**src/rtl/mandel_pkg.sv**
```systemverilog
// rtl/mandel_pkg.sv - shared defaults, coordinate widths and scheduler state type
package mandel_pkg;
  localparam int X_SIZE_DEF  = 640;
  localparam int Y_SIZE_DEF  = 480;
  localparam int X_W         = 10;
  localparam int Y_W         = 9;
  localparam int DEPTH_W_DEF = 10;

  typedef enum logic [1:0] {
    IDLE  = 2'd0,
    ISSUE = 2'd1,
    DRAIN = 2'd2
  } sched_state_t;
endpackage

```
**src/rtl/mandel_raster_counter.sv**
```systemverilog
// rtl/mandel_raster_counter.sv - raster-order (x,y) walker over one frame
module raster_counter
  import mandel_pkg::*;
#(
  parameter int X_SIZE = X_SIZE_DEF,
  parameter int Y_SIZE = Y_SIZE_DEF
) (
  input  logic           clk,
  input  logic           rst_n,
  input  logic           advance,
  output logic [X_W-1:0] x,
  output logic [Y_W-1:0] y,
  output logic           first,
  output logic           lastx,
  output logic           last
);
  assign first = (x == '0) && (y == '0);
  assign lastx = (x == X_W'(X_SIZE - 1));
  assign last  = lastx && (y == Y_W'(Y_SIZE - 1));

  // Wraps to (0,0) after the final pixel so the next frame needs no explicit clear.
  always_ff @(posedge clk or negedge rst_n) begin
    if (!rst_n) begin
      x <= '0;
      y <= '0;
    end else if (advance) begin
      if (lastx) begin
        x <= '0;
        y <= last ? '0 : y + 1'b1;
      end else begin
        x <= x + 1'b1;
      end
    end
  end
endmodule

```
**src/rtl/mandel_dispatch_scheduler.sv**
```systemverilog
// rtl/mandel_dispatch_scheduler.sv - round-robin engine dispatch with in-order raster retire
// Optional perf counters: MANDEL_SCHED_PERF_EN
module mandel_dispatch_scheduler
  import mandel_pkg::*;
#(
  parameter int N_ENGINES = 4,
  parameter int X_SIZE    = X_SIZE_DEF,
  parameter int Y_SIZE    = Y_SIZE_DEF,
  parameter int DEPTH_W   = DEPTH_W_DEF
) (
  input  logic                           out_stream_aclk,
  input  logic                           periph_resetn,
  input  logic                           run,
  output logic [N_ENGINES-1:0]           eng_start,
  output logic [X_W-1:0]                 eng_x,
  output logic [Y_W-1:0]                 eng_y,
  input  logic [N_ENGINES-1:0]           eng_done,
  input  logic [N_ENGINES*DEPTH_W-1:0]   eng_depth,
  output logic [N_ENGINES-1:0]           eng_ack,
  output logic                           pix_valid,
  input  logic                           pix_ready,
  output logic [DEPTH_W-1:0]             pix_depth,
  output logic [X_W-1:0]                 pix_x,
  output logic [Y_W-1:0]                 pix_y,
  output logic                           pix_sof,
  output logic                           pix_eol,
  output logic                           frame_done
`ifdef MANDEL_SCHED_PERF_EN
  ,
  output logic [31:0]                    perf_frame_cycles,
  output logic [31:0]                    perf_stall_cycles
`endif
);
  localparam int PW = (N_ENGINES > 1) ? $clog2(N_ENGINES) : 1;

  sched_state_t         state;
  logic [N_ENGINES-1:0] occ;
  logic [PW-1:0]        iss_ptr, ret_ptr;
  logic [Y_W-1:0]       ret_y;
  logic [X_W-1:0]       ret_x;
  logic                 ret_first, ret_lastx, ret_last, iss_last;
  logic                 unused_iss_first, unused_iss_lastx;
  logic                 pix_last, dispatch, retire, accept;

  // Pixel n always lands on engine n mod N, so retiring in pointer order is raster order.
  assign dispatch = (state == ISSUE) && !occ[iss_ptr];
  assign accept   = pix_valid && pix_ready;
  assign retire   = occ[ret_ptr] && eng_done[ret_ptr] && (!pix_valid || pix_ready);

  always_comb begin
    eng_start = '0;
    if (dispatch) eng_start[iss_ptr] = 1'b1;
  end

  raster_counter #(.X_SIZE(X_SIZE), .Y_SIZE(Y_SIZE)) u_iss_cnt (
    .clk(out_stream_aclk), .rst_n(periph_resetn), .advance(dispatch),
    .x(eng_x), .y(eng_y), .first(unused_iss_first), .lastx(unused_iss_lastx), .last(iss_last)
  );

  raster_counter #(.X_SIZE(X_SIZE), .Y_SIZE(Y_SIZE)) u_ret_cnt (
    .clk(out_stream_aclk), .rst_n(periph_resetn), .advance(retire),
    .x(ret_x), .y(ret_y), .first(ret_first), .lastx(ret_lastx), .last(ret_last)
  );

  always_ff @(posedge out_stream_aclk or negedge periph_resetn) begin
    if (!periph_resetn) begin
      state      <= IDLE;
      occ        <= '0;
      iss_ptr    <= '0;
      ret_ptr    <= '0;
      eng_ack    <= '0;
      pix_valid  <= 1'b0;
      pix_depth  <= '0;
      pix_x      <= '0;
      pix_y      <= '0;
      pix_sof    <= 1'b0;
      pix_eol    <= 1'b0;
      pix_last   <= 1'b0;
      frame_done <= 1'b0;
    end else begin
      eng_ack    <= '0;
      frame_done <= 1'b0;
      case (state)
        IDLE:    if (run) state <= ISSUE;
        ISSUE:   if (dispatch && iss_last) state <= DRAIN;
        DRAIN:   if (accept && pix_last) begin
                   state      <= IDLE;
                   frame_done <= 1'b1;
                 end
        default: state <= IDLE;
      endcase
      // Dispatch needs occ=0 and retire needs occ=1, so the two never touch the same bit.
      if (dispatch) begin
        occ[iss_ptr] <= 1'b1;
        iss_ptr      <= (iss_ptr == PW'(N_ENGINES - 1)) ? '0 : iss_ptr + 1'b1;
      end
      if (retire) begin
        occ[ret_ptr]     <= 1'b0;
        eng_ack[ret_ptr] <= 1'b1;
        ret_ptr          <= (ret_ptr == PW'(N_ENGINES - 1)) ? '0 : ret_ptr + 1'b1;
        pix_valid        <= 1'b1;
        pix_depth        <= eng_depth[ret_ptr*DEPTH_W +: DEPTH_W];
        pix_x            <= ret_x;
        pix_y            <= ret_y;
        pix_sof          <= ret_first;
        pix_eol          <= ret_lastx;
        pix_last         <= ret_last;
      end else if (accept) begin
        pix_valid <= 1'b0;
      end
    end
  end

`ifdef MANDEL_SCHED_PERF_EN
  logic [31:0] frame_cnt, stall_cnt;

  always_ff @(posedge out_stream_aclk or negedge periph_resetn) begin
    if (!periph_resetn) begin
      frame_cnt         <= '0;
      stall_cnt         <= '0;
      perf_frame_cycles <= '0;
      perf_stall_cycles <= '0;
    end else if (state == IDLE) begin
      frame_cnt <= '0;
      stall_cnt <= '0;
    end else begin
      frame_cnt <= frame_cnt + 1'b1;
      if (pix_valid && !pix_ready) stall_cnt <= stall_cnt + 1'b1;
      if (state == DRAIN && accept && pix_last) begin
        perf_frame_cycles <= frame_cnt + 1'b1;
        perf_stall_cycles <= stall_cnt;
      end
    end
  end
`endif
endmodule

```
**config.mk**
```make
export PLATFORM = sky130hd
export DESIGN_NAME = mandel_dispatch_scheduler
export DESIGN_NICKNAME = d
export VERILOG_FILES = /design/src/rtl/mandel_pkg.sv /design/src/rtl/mandel_raster_counter.sv /design/src/rtl/mandel_dispatch_scheduler.sv
export SDC_FILE = /design/constraint.sdc
export NUM_CORES = 1
export LEC_CHECK = 0
export BUFFER_PORTS_ARGS = -buffer_cell sky130_fd_sc_hd__buf_4
export CELL_PAD_IN_SITES_DETAIL_PLACEMENT = 2
export CELL_PAD_IN_SITES_GLOBAL_PLACEMENT = 2
export CORE_ASPECT_RATIO = 0.8
export CORE_MARGIN = 2
export CORE_UTILIZATION = 33
export DETAILED_ROUTE_END_ITERATION = 6
export PLACE_DENSITY_LB_ADDON = 0.3
export SLEW_MARGIN = 20
export SYNTH_ARGS = -nofsm -noshare
export SYNTH_HDL_FRONTEND = slang
export SYNTH_SLANG_ARGS = --single-unit
```
**constraint.sdc**
```tcl
create_clock -name out_stream_aclk -period 2.2 [get_ports out_stream_aclk]
set_clock_uncertainty 0.1 [all_clocks]
set_input_delay 0.33 -clock out_stream_aclk [delete_from_list [all_inputs] [get_ports out_stream_aclk]]
set_output_delay 0.33 -clock out_stream_aclk [all_outputs]
set_load 0.02 [all_outputs]
```
* Yosys cells after proc, flatten, opt, wreduce, memory -nomap -nowiden *
Index checks and enable logic that the tools add are counted.

storage, ports and cells
  register bits after elaboration = 86
  input port bits = 48
  output and inout bits = 60
  logic and storage cells = 92

cells by class
  add/subtract/negate cells = 6
  multiply operators = 1
  order comparisons = 4
  equality and inequality tests = 11
  shift operators = 1
  multiplexer cells = 28
  bitwise gates (word level) = 3
  reductions and logical operators = 21

operators by type and width
  cell                   number
  $shiftx 40x7->10       1
  $add 10x1->10 const B  2
  $eq 10x10->1 const B   2
  $mux 10                2
  $add 9x1->9 const B    2
  $eq 9x9->1 const B     2
  $mux 9                 2
  $mux 4                 4
  $logic_and 1x1->1      11
  $logic_not 10->1       1
  $mux 2                 5
  $logic_not 9->1        1
  $mux 1                 9
  $bmux 1 s2             3
  $eq 2x2->1 const B     3
  $lt 2x3->1 const B     2
  $pmux 2 s3             1
  $mul 2x3->5 const B    1
  $add 2x1->2 const B    2
  $and 4x4->4            1
  $demux 1 s2            2
  $ge 2x1->1 const B     2
  $ne 2x2->1 const B     2
  $not 4->4              1
  other kinds (9)        11

* Longest topological paths before layout *
Gate-level depths: netlist of the first run.

  depth after elaboration = 8
  gate-level depth with buffers = 8
  mapped depth without buffers = 6

* Modules after synthesis *
A second synthesis of the first run with hierarchy kept.

second synthesis, totals
  cell total of the unflattened synthesis = 372
  area, all modules = 4580.6 um2

by module, submodules not included
  module                     times used  cells an instance  area each (um2)  seq. area each (um2)
  mandel_dispatch_scheduler  1           148                2408.6           1201.2
  raster_counter             2           112                1086.0           475.5

* Worst setup path before layout of the first run *
Ideal clock, no wire load.

  kind = reg2reg
  from = register u_iss_cnt.x[0]
  to = register u_iss_cnt.y[6]
  library setup time = 0.077 ns
  arrival = 1.958 ns
  required time = 2.023 ns
  slack = 0.064 ns
  cell stages (with the launch flop) = 7
  clock period less this slack = 2.136 ns
  path through = dfrtp_1 ha_1 nand3_1 or3_1 buf_6 or4_1 a21oi_1

between the ends
  longest elaborated chain between the ends = 3

ends and longest elaborated chain
  element                 line                         RTL
  start, declared         mandel_raster_counter.sv:11  output logic [X_W-1:0] x,
  start signal, assigned  mandel_raster_counter.sv:31  x <= x + 1'b1;
  $eq 10x10->1 (*)        mandel_raster_counter.sv:18  assign lastx = (x == X_W'(X_SIZE - 1));
  $logic_and 1x1->1       mandel_raster_counter.sv:19  assign last = lastx && (y == Y_W'(Y_SIZE - 1));
  $mux 9                  mandel_raster_counter.sv:29  y <= last ? '0 : y + 1'b1;
  end signal, assigned    mandel_raster_counter.sv:29
  end, declared           mandel_raster_counter.sv:12  output logic [Y_W-1:0] y,

Mark *: on every way between the ends. The rest lies on a longest branch, timed or not.
A chain may end at the register's enable or synchronous reset.

* Worst setup path after layout of the first run *
  from = register u_iss_cnt.x[1]
  to = register u_iss_cnt.y[6]

The elaborated chain is that of the path after synthesis.

==> flow_summary_export.csv, run 1 <==
group,metric,value,unit
floorplanning,dieArea,14000,um^2
global_route,gr-usage-all-layers,20.9,%
setup_path,start_kind,"register",
yosys,synth_fp_nets,490,
sta,post-route-period-util,98.2,%
clock_tree,cts_tree,"yes",
setup_path,worst-setup-path-type,"reg -> reg",
routing,highest_layer,"met4",
global_route,antenna_found_initial,0,
yosys,synth_top_area_cell,"dfrtp_1",
yosys,yosysUniqueCellTypes,51,
yosys,yosys_warnings,0,
floorplanning,rows,37,
yosys,synth_area,4310,um^2
run_status,status,"finished clean",
global_route,gr-total-overflow,0,
hold_path,min-delay-start,"run",
routing,drt_pass1_iterations,4,
cells_and_area,diodes,0,
routing,vias,3833,
pwr,peakVddDrop,0.000399,V
yosys,netlist.area_leader.share,50.0,%
sta,rsz0062_at_grt,"true",
routing,via_per_inst,5.21,
setup_path,r2r_slack,40,ps
sta,min_period,2160,ps
setup_path,r2r-end,"u_iss_cnt.y[6]$_DFFE_PN0P_",
placed_design,io_buffer_count,107,
clock_tree,clkTransAtPathRegs,60,ps
setup_path,cp_cell_sequence,"ha_2 > nand3_1 > or3_1 > or4_1 > a21oi_1",
yosys,synth-edff-count,0,
pwr,total_power,7.04,mW
placed_design,gp_congestion,0.802,
floorplanning,io_pins,108,
cells_and_area,nFillCells,1360,
global_route,grt_pass1_wl,22.9,mm
clock_tree,root_buffer,"clkbuf_16",
flow_run,drv_cap,0,
sta,final_hold_viol_count,0,
clock_tree,cts_sinks,86,
pwr,p_clk_share,22.5,%
hold_path,hold_class,"in -> reg",
pwr,power_frac_comb,45.3,%
floorplanning,fp.coreArea,12800,um^2
yosys,yosys-top-cells-count,"103 x nand2_1, 86 x dfrtp_1, 21 x o21ai_0",
cells_and_area,fin_area,5860,um^2
yosys,yosysSeqAreaShare,50.0,%
setup_path,critical-path-slowest-cell,"or3_1",
floorplanning,dieWidth,132,um
setup_path,crit_path_end_kind,"register",
routing,met1_length,6.45,mm
global_route,grt_max_degree,59,
routing,wl,14.1,mm
clock_tree,cts_buffers,9,
yosys,ys.flop_type,"dfrtp_1",
yosys,yosysMostFrequentCell,"nand2_1",
setup_path,critPathMaxStageDelay,530,ps
cells_and_area,layout-area-overhead-vs-synth,36.1,%
pwr,power_per_cell_area,1200,nW/um^2
hold_path,worstHoldPathCells,3,
pwr,seqPwrFrac,32.2,%
sta,timing.fmax,463,MHz
setup_path,crit_start,"u_iss_cnt.x[1]$_DFFE_PN0N_",
cells_and_area,fin_nets,618,
routing,drt_iter0_markers,151,
sta,setup_violations,0,
sta,worst_slew_pin_slew,562,ps
clock_tree,cts_max_path_buffers,2,
setup_path,arrival,2330,ps
hold_path,holdPathEnd,"state[0]$_DFFE_PN0P_",
yosys,synth_area_leaders,"dfrtp_1 50%, nand2_1 9.0%, mux4_2 5.2%",
yosys,syn_inst,428,
cells_and_area,drive_above_1_share,33.3,%
pwr,p_int,4.23,mW
routing,ant_nets,0,
floorplanning,die_h,106,um
pwr,switching_share,40.0,%
yosys,avgSynthCellArea,10.1,um^2
pwr,p_sw,2.82,mW
pwr,leakage,2.84,nW
setup_path,r2r_cells,5,
yosys,async_reset_ff_share,100,%
clock_tree,h-tree-depth,3,
floorplanning,initial_utilization,33.6,%
placed_design,hpwlAfterDp,10.1,mm
routing,drt_drc_violations_left,0,
sta,drv_slew,0,
routing,route.detailed.wl_per_inst,19.2,um
clock_tree,worstSkewPairLatency,350,ps
setup_path,reg2reg_from,"u_iss_cnt.x[1]$_DFFE_PN0N_",
global_route,grt_pass1_vias,4156,
setup_path,cp_max_fo,4,
placed_design,place_area,5470,um^2
yosys,ys_ff_latch,86,
sta,slew_headroom,62.5,%
routing,wl_met2,6.87,mm
setup_path,worst_ep_required_time,2370,ps
routing,wl_met3,514,um
sequential cells by signal, summed over array words and instances, names as in the netlist, 2 cells and up:
signal and cells:
iss_ptr 2, eng_ack 4, u_iss_cnt.x 10, pix_x 10
u_iss_cnt.y 9, u_ret_cnt.y 9, ret_ptr 2, state 2
pix_depth 10, occ 4, u_ret_cnt.x 10, pix_y 9
stage by stage:
stage / utilization (%) / hold slack [ps] / setup slack, ps / TNS [ps] / std cells
CTS: 45.3 / 148 / 7.08 / 0 / 733
global route: 45.7 / 154 / -38.3 / -162 / 736
detailed placement: 42.6 / 204 / -48.7 / -106 / 716
global placement: 42.6 / 192 / 125 / 0 / 716
floorplan: - / -65.6 / 64.4 / 0 / 428
finish: 45.7 / 155 / 38.7 / 0 / 736
cells in the final DEF (no fill, tap or decap), types with 7 or more instances in the layout:
| cell type | netlist | routed |
|---|---|---|
| a21oi_1 | 14 | 13 |
| mux4_2 | 10 | 10 |
| nand3_1 | 16 | 16 |
| dfrtp_1 | 86 | 83 |
| nor2_1 | 11 | 11 |
| xnor2_1 | 9 | 9 |
| and2_1 | 9 | 8 |
| inv_1 | 13 | 13 |
| ha_1 | 14 | 13 |
| or3_1 | 7 | 7 |
| nand2_1 | 103 | 103 |
| o21ai_0 | 21 | 21 |
| nand4_1 | 10 | 10 |
| clkbuf_16 | 0 | 9 |
| buf_4 | 0 | 135 |
| o31ai_1 | 14 | 14 |
per-layer routing:
layer | global-route usage, % | up-vias
li1 | - | 1762
met1 | 27.5 | 1983
met2 | 33.8 | 69
met3 | 4.72 | 19
met4 | 8.23 | 0
met5 | 0 | -
worst max-delay path by stage:
stage                                      end  slack [ps]
floorplan           u_iss_cnt.y[6]$_DFFE_PN0P_          60
global placement    u_iss_cnt.y[0]$_DFFE_PN0P_         120
detailed placement  u_iss_cnt.y[0]$_DFFE_PN0P_         -50
CTS                               eng_start[3]           7
global route                      eng_start[0]         -40
finish              u_iss_cnt.y[6]$_DFFE_PN0P_          40
power by group through the flow:
stage	Sequential, mW	Combinational [mW]	Clock (mW)
3_3_place_gp	2.24	2.88	0
4_1_cts	2.26	3.16	1.63
6_report	2.27	3.19	1.59
2_1_floorplan	2.44	1.53	0
5_1_grt	2.32	3.50	1.69
3_5_place_dp	2.28	3.05	0
timing repair:
item                       4_1_cts  5_1_grt
resized for setup                5       11
setup endpoints to repair        9       11
hold buffers                     1        0
pin swaps                        0        5
hold endpoints to repair        28        0
setup buffers                    0        4
critical path: cells and delay by family (launching register included):
kind | cells | cell delay, ps
and+or+nand+nor | 3 | 1190
DFF | 1 | 410
AOI/OAI and AO/OA | 1 | 170
adders and majority gates | 1 | 220
cells by family (layout without fill, tap and decap cells):
kind of cell    count (synthesis)  in the layout  share of synthesized area, %
compound gates                 65             65                          10.1
simple gates                  201            201                          23.5
xor+xnor                       12             12                          2.44
fa+ha+maj                      14             14                          4.07
flops                          86             86                          50.0
mux                            15             15                          6.51
buf+inv                        35            168                          3.46
area by class of cell:
| cell class | instances | area (um^2) | share of cell area, % |
|---|---|---|---|
| Clock buffer | 13 | 260 | 4.44 |
| Clock inverter | 3 | 42.5 | 0.726 |
| Inverter | 13 | 48.8 | 0.832 |
| Multi-Input combinational cell | 307 | 2060 | 35.2 |
| Sequential cell | 86 | 2160 | 36.8 |
| Tap cell | 175 | 219 | 3.73 |
| Timing Repair Buffer | 139 | 1070 | 18.3 |
(Power assumes the default switching activity.)
==> run 2: changes to the inputs <==
Settings changed: CORE_UTILIZATION 33 to 35, SYNTH_HIERARCHICAL from default to 1.
==> run 2 against run 1 <==
Effect of this change: the flow now finishes with violations (setup timing); via count shrank 9.0%; final cell count shrank 7.2%; global-route usage shrank 1.0 points; worst hold slack worse by 51 ps; non-clock buffer count decreased by 2; area after synthesis increased by 5.4%; routed wire length down 0.32%; largest power group unchanged; design area rose by 5.3%; critical endpoint is now eng_start[3]; fmax decreased by 2.4%; sequential power increased by 3%; largest cell class is now multi-input combinational cells.
==> flow_summary_export.csv, run 2 <==
group,metric,value,unit
sta,timing.fmax,452,MHz
routing,route.detailed.wl_per_inst,20.6,um
yosys,yosys_warnings,6,
routing,drt_pass1_iterations,4,
setup_path,worstPathBufferInverterCount,3,
setup_path,path_common_cell,"buf_4",
cells_and_area,layout_commonest_cell,"buf_4",
hold_path,worstHoldPathCells,2,
pwr,power_per_cell_area,1180,nW/um^2
routing,wl,14.1,mm
setup_path,worst-setup-path-type,"reg -> out",
placed_design,hpwlAfterDp,9.41,mm
global_route,grt_pass1_wl,21.4,mm
setup_path,r2r_cells,8,
sta,rsz0062_at_grt,"true",
global_route,gr-total-overflow,0,
setup_path,reg2reg_from,"iss_ptr[0]$_DFFE_PN0N_",
pwr,leakage,2.89,nW
yosys,syn_inst,365,
floorplanning,initial_utilization,35.5,%
cells_and_area,fin_nets,567,
routing,drt_iter0_markers,143,
setup_path,cp_max_fo,6,
clock_tree,root_buffer,"clkbuf_16",
run_status,status,"complete, but fails checks",
clock_tree,cts_max_path_buffers,2,
routing,ant_nets,0,
yosys,avgSynthCellArea,12.4,um^2
hold_path,hold_class,"in -> reg",
setup_path,crit_family,"buffers and inverters",
floorplanning,dieArea,13900,um^2
setup_path,r2r-end,"u_iss_cnt/x[9]$_DFFE_PN0P_",
pwr,peakVddDrop,0.000547,V
setup_path,critPathMaxStageDelay,500,ps
setup_path,start_kind,"register",
clock_tree,clkTransAtPathRegs,60,ps
flow_run,drv_cap,0,
setup_path,crit_path_end_kind,"primary output",
setup_path,arrival,1780,ps
pwr,p_sw,2.63,mW
pwr,seqPwrFrac,32.1,%
run_status,violations,"setup timing",
placed_design,io_buffer_count,107,
global_route,antenna_found_initial,0,
sta,drv_slew,0,
floorplanning,rows,37,
sta,post-route-period-util,101,%
floorplanning,die_h,106,um
setup_path,cp_cell_sequence,"inv_1 > o21ai_1 > buf_4 > nor3b_4 > buf_4",
global_route,grt_max_degree,43,
pwr,p_clk_share,22.6,%
sta,worst_slew_pin_slew,484,ps
setup_path,r2r_slack,40,ps
hold_path,min-delay-start,"pix_ready",
sta,fin_ws,-14.3,ps
routing,via_per_inst,5.11,
cells_and_area,diodes,0,
placed_design,gp_congestion,0.781,
clock_tree,cts_buffers,9,
global_route,gr-usage-all-layers,19.9,%
clock_tree,cts_tree,"yes",
setup_path,crit_start,"iss_ptr[1]$_DFFE_PN0N_",
clock_tree,h-tree-depth,3,
pwr,power_frac_comb,45.4,%
pwr,total_power,7.31,mW
cells_and_area,layout-area-overhead-vs-synth,35.9,%
sta,setup_tns,-37.3,ps
routing,drt_drc_violations_left,0,
clock_tree,cts_sinks,86,
cells_and_area,fin_util,48.3,%
clock_tree,worstSkewPairLatency,350,ps
floorplanning,dieWidth,131,um
placed_design,place_area,5610,um^2
yosys,synth_fp_nets,429,
cells_and_area,fin_area,6170,um^2
yosys,synth_area,4540,um^2
pwr,switching_share,36.0,%
floorplanning,fp.coreArea,12800,um^2
setup_path,worst_ep_required_time,1770,ps
floorplanning,io_pins,108,
cells_and_area,drive_above_1_share,44.9,%
routing,vias,3488,
hold_path,holdPathEnd,"pix_valid$_DFFE_PN0P_",
sta,min_period,2210,ps
cells_and_area,layout_common_cells,"131 x buf_4, 84 x dfrtp_1, 31 x mux2_4, 24 x nand2_1, 20 x inv_1",
global_route,grt_pass1_vias,3819,
sta,final_hold_viol_count,0,
sta,slew_headroom,67.5,%
setup_path,critical-path-slowest-cell,"dfrtp_1",
sta,setup_violations,4,
pwr,p_int,4.68,mW
run 2: area by class of cell:
type                    count  area (um^2)
clock buffers              14          284
flip-flops and latches     86         2150
clock inverters             2         37.5
repair buffers            137         1100
well taps                 175          219
multi-input cells         249         2300
fillers                  1284         6610
inverters                  20         75.1
run 2: timing repair:
action,in CTS,in global routing
pin swaps,0,3
resized for setup,7,16
buffers inserted,0,12
hold buffers,1,0
cloned,0,2
endpoints found under the setup margin,4,12
endpoints found under the hold margin,31,0
run 2: worst max path at each step:
stage / end / slack (ps) / depth (start not counted)
after CTS: u_ret_cnt/x[5]$_DFFE_PN0P_ / 20 / 8
after global placement: u_iss_cnt/x[9]$_DFFE_PN0P_ / 180 / 8
after detailed placement: u_ret_cnt/x[5]$_DFFE_PN0P_ / 40 / 8
final: eng_start[3] / -10 / 5
after floorplan: u_ret_cnt/y[7]$_DFFE_PN0P_ / -200 / 10
after global routing: eng_start[3] / -90 / 5
run 2: stage by stage:
step	cells	setup slack, ps	hold slack [ps]
after CTS	669	17.4	93.3
after global placement	652	180	205
after global routing	683	-87.4	111
final	683	-14.3	104
after floorplan	365	-202	-65.6
after detailed placement	652	35.2	223
run 2: power by group through the flow:
stage | clock network [mW] | registers [mW] | logic (mW)
detailed placement | 0 | 2.35 | 2.93
finish | 1.65 | 2.34 | 3.31
CTS | 1.69 | 2.34 | 3.00
global placement | 0 | 2.32 | 2.82
global route | 1.75 | 2.40 | 3.57
floorplan | 0 | 2.54 | 1.76
run 2: metal layers:
metal | share of wire, % | GRT usage, % | vias up | wire (um)
met5 | 0 | 0 | - | 0
met4 | 1.4 | 5.67 | 0 | 202
met3 | 3.5 | 4.91 | 14 | 486
met2 | 51 | 34.3 | 77 | 7130
met1 | 44 | 24.9 | 1805 | 6240
li1 | - | - | 1592 | -
==> run 3: changes to the inputs <==
Settings changed: MAX_ROUTING_LAYER from default to met4, SETUP_SLACK_MARGIN from default to 0.02.
==> run 3 against run 2 <==
Effect of this change: sequential power about the same; highest routed layer unchanged; largest power group unchanged; setup slack got worse by 40 ps; first-iteration DRC count up 33%; via count up 1.0%; the flow still finishes with violations (setup timing); critical endpoint is now u_iss_cnt/y[6]$_DFFE_PN0P_.
==> flow_summary_export.csv, run 3 (synthesized netlist as in run 2, its figures left out) <==
group,metric,value,unit
routing,ant_nets,0,
setup_path,r2r_slack,-50,ps
sta,final_hold_viol_count,0,
routing,drt_drc_violations_left,0,
cells_and_area,multi_input_area,2360,um^2
floorplanning,io_pins,108,
setup_path,cp_cell_sequence,"mux2i_2 > o21ai_4 > nor2_4 > nand2_4 > or4_4 > o21ai_1 > o21ai_1",
setup_path,critical-path-slowest-cell,"or4_4",
sta,post-route-period-util,102,%
global_route,grt_pass1_wl,21.1,mm
global_route,grt_max_degree,42,
setup_path,crit_path_end_kind,"register",
setup_path,worst-setup-path-type,"reg -> reg",
routing,vias,3524,
global_route,gr-total-overflow,0,
cells_and_area,layout_commonest_cell,"buf_4",
placed_design,io_buffer_count,107,
placed_design,dp.cells,649,
sta,rsz0062_at_grt,"true",
routing,drt_iter0_markers,190,
setup_path,arrival,2380,ps
global_route,grt_pass1_vias,3878,
placed_design,gp_congestion,0.788,
floorplanning,fp.coreArea,12800,um^2
pwr,leakage,2.90,nW
clock_tree,worstSkewPairLatency,340,ps
sta,drv_slew,0,
cells_and_area,fin_cells,684,
cells_and_area,fin_area,6170,um^2
cells_and_area,layout-area-overhead-vs-synth,35.9,%
clock_tree,cts_sinks,86,
floorplanning,rows,37,
sta,setup_violations,4,
global_route,gr-usage-all-layers,19.7,%
cells_and_area,nFillCells,1316,
hold_path,hold_class,"in -> reg",
floorplanning,dieWidth,131,um
run_status,violations,"setup timing",
setup_path,path_common_cell,"o21ai_1",
placed_design,pre_cts_ws,43.6,ps
clock_tree,cts_buffers,9,
cells_and_area,drive_above_1_share,45.8,%
routing,route.detailed.wl_per_inst,20.3,um
cells_and_area,diodes,0,
floorplanning,die_h,106,um
pwr,power_per_cell_area,1150,nW/um^2
routing,via_per_inst,5.15,
clock_tree,h-tree-depth,3,
sta,min_period,2250,ps
pwr,total_power,7.07,mW
sta,fin_hold_ws,99.6,ps
routing,wl,13.9,mm
setup_path,critPathMaxStageDelay,590,ps
sta,worst_slew_pin_slew,413,ps
clock_tree,cts_tree,"yes",
cells_and_area,regArea,2150,um^2
sta,slew_headroom,72.2,%
setup_path,cp_max_fo,6,
placed_design,hpwlAfterDp,9.08,mm
routing,drt_pass1_iterations,4,
cells_and_area,layout_common_cells,"134 x buf_4, 85 x dfrtp_1, 31 x mux2_4, 23 x nand2_1, 20 x inv_1",
floorplanning,initial_utilization,35.5,%
global_route,antenna_found_initial,0,
placed_design,place_area,5580,um^2
run_status,status,"complete, but fails checks",
setup_path,worst_ep_required_time,2320,ps
setup_path,start_kind,"register",
sta,timing.fmax,444,MHz
sta,fin_ws,-54.7,ps
clock_tree,cts_max_path_buffers,2,
floorplanning,dieArea,13900,um^2
clock_tree,clkTransAtPathRegs,60,ps
cells_and_area,fin_nets,570,
flow_run,drv_cap,0,
pwr,peakVddDrop,0.000471,V
clock_tree,root_buffer,"clkbuf_16",
[run 3: cell count changes in the layout (fill, tap and decap cells not counted), moves of 2 or more]
cell	before	now
a21oi_2	0	2
nor3b_2	0	3
a21oi_1	2	0
o21ai_4	0	2
buf_12	4	2
buf_4	131	134
nor3b_4	4	1
clkbuf_1	1	3
clkbuf_8	4	0
[run 3: layout make-up]
cell class | count | share of cell area, %
Timing Repair Buffer | 139 | 17.7
Clock buffer | 12 | 3.83
Clock inverter | 2 | 0.568
Inverter | 20 | 1.22
Tap cell | 175 | 3.55
Sequential cell | 86 | 34.9
Multi-Input combinational cell | 250 | 38.2
[run 3: timing repair]
item | in CTS | in global routing
gates cloned | 0 | 3
hold buffers | 1 | 0
gates resized for setup | 8 | 25
pin swaps | 0 | 10
endpoints found under the hold margin | 25 | 0
endpoints found under the setup margin | 6 | 21
buffers inserted | 0 | 17
[run 3: power breakdown]
group / switching [mW] / internal (mW)
clock: 0.593 / 0.866
sequential: 0.431 / 1.94
combinational: 1.57 / 1.68
[run 3: critical path: cells and delay by family, from the launching register on]
kind | cells | cell delay, ps
AO/OA/AOI/OAI | 3 | 420
flip-flops | 1 | 460
multiplexers | 1 | 290
AND/OR/NAND/NOR | 3 | 850
[run 3: path summary, 6_finish.rpt]
check,start,to,depth (start not counted)
setup / recovery,iss_ptr[0]$_DFFE_PN0N_,u_iss_cnt/y[6]$_DFFE_PN0P_,7
hold / removal,pix_ready,pix_valid$_DFFE_PN0P_,2
setup reg to reg,iss_ptr[0]$_DFFE_PN0N_,u_iss_cnt/y[6]$_DFFE_PN0P_,7
hold reg to reg,state[1]$_DFFE_PN0P_,state[0]$_DFFE_PN0P_,1
max in group asynchronous,periph_resetn,iss_ptr[0]$_DFFE_PN0N_,3
min in group asynchronous,periph_resetn,pix_x[1]$_DFFE_PN0P_,2
[run 3: metal layers]
layer	wire (um)	share of wire (%)	vias up	track usage, %
li1	-	-	1594	-
met1	6150	44	1840	24.5
met2	7090	51	72	33.0
met3	395	2.8	18	3.90
met4	248	1.8	0	5.82
met5	0	0	-	-
[run 3: stage by stage]
| step | TNS [ps] | util, % |
|---|---|---|
| after global placement | 0 | 43.7 |
| final | -103 | 48.3 |
| after CTS | 0 | 46.2 |
| after detailed placement | 0 | 43.7 |
| after floorplan | -1340 | - |
| after global routing | -883 | 48.3 |
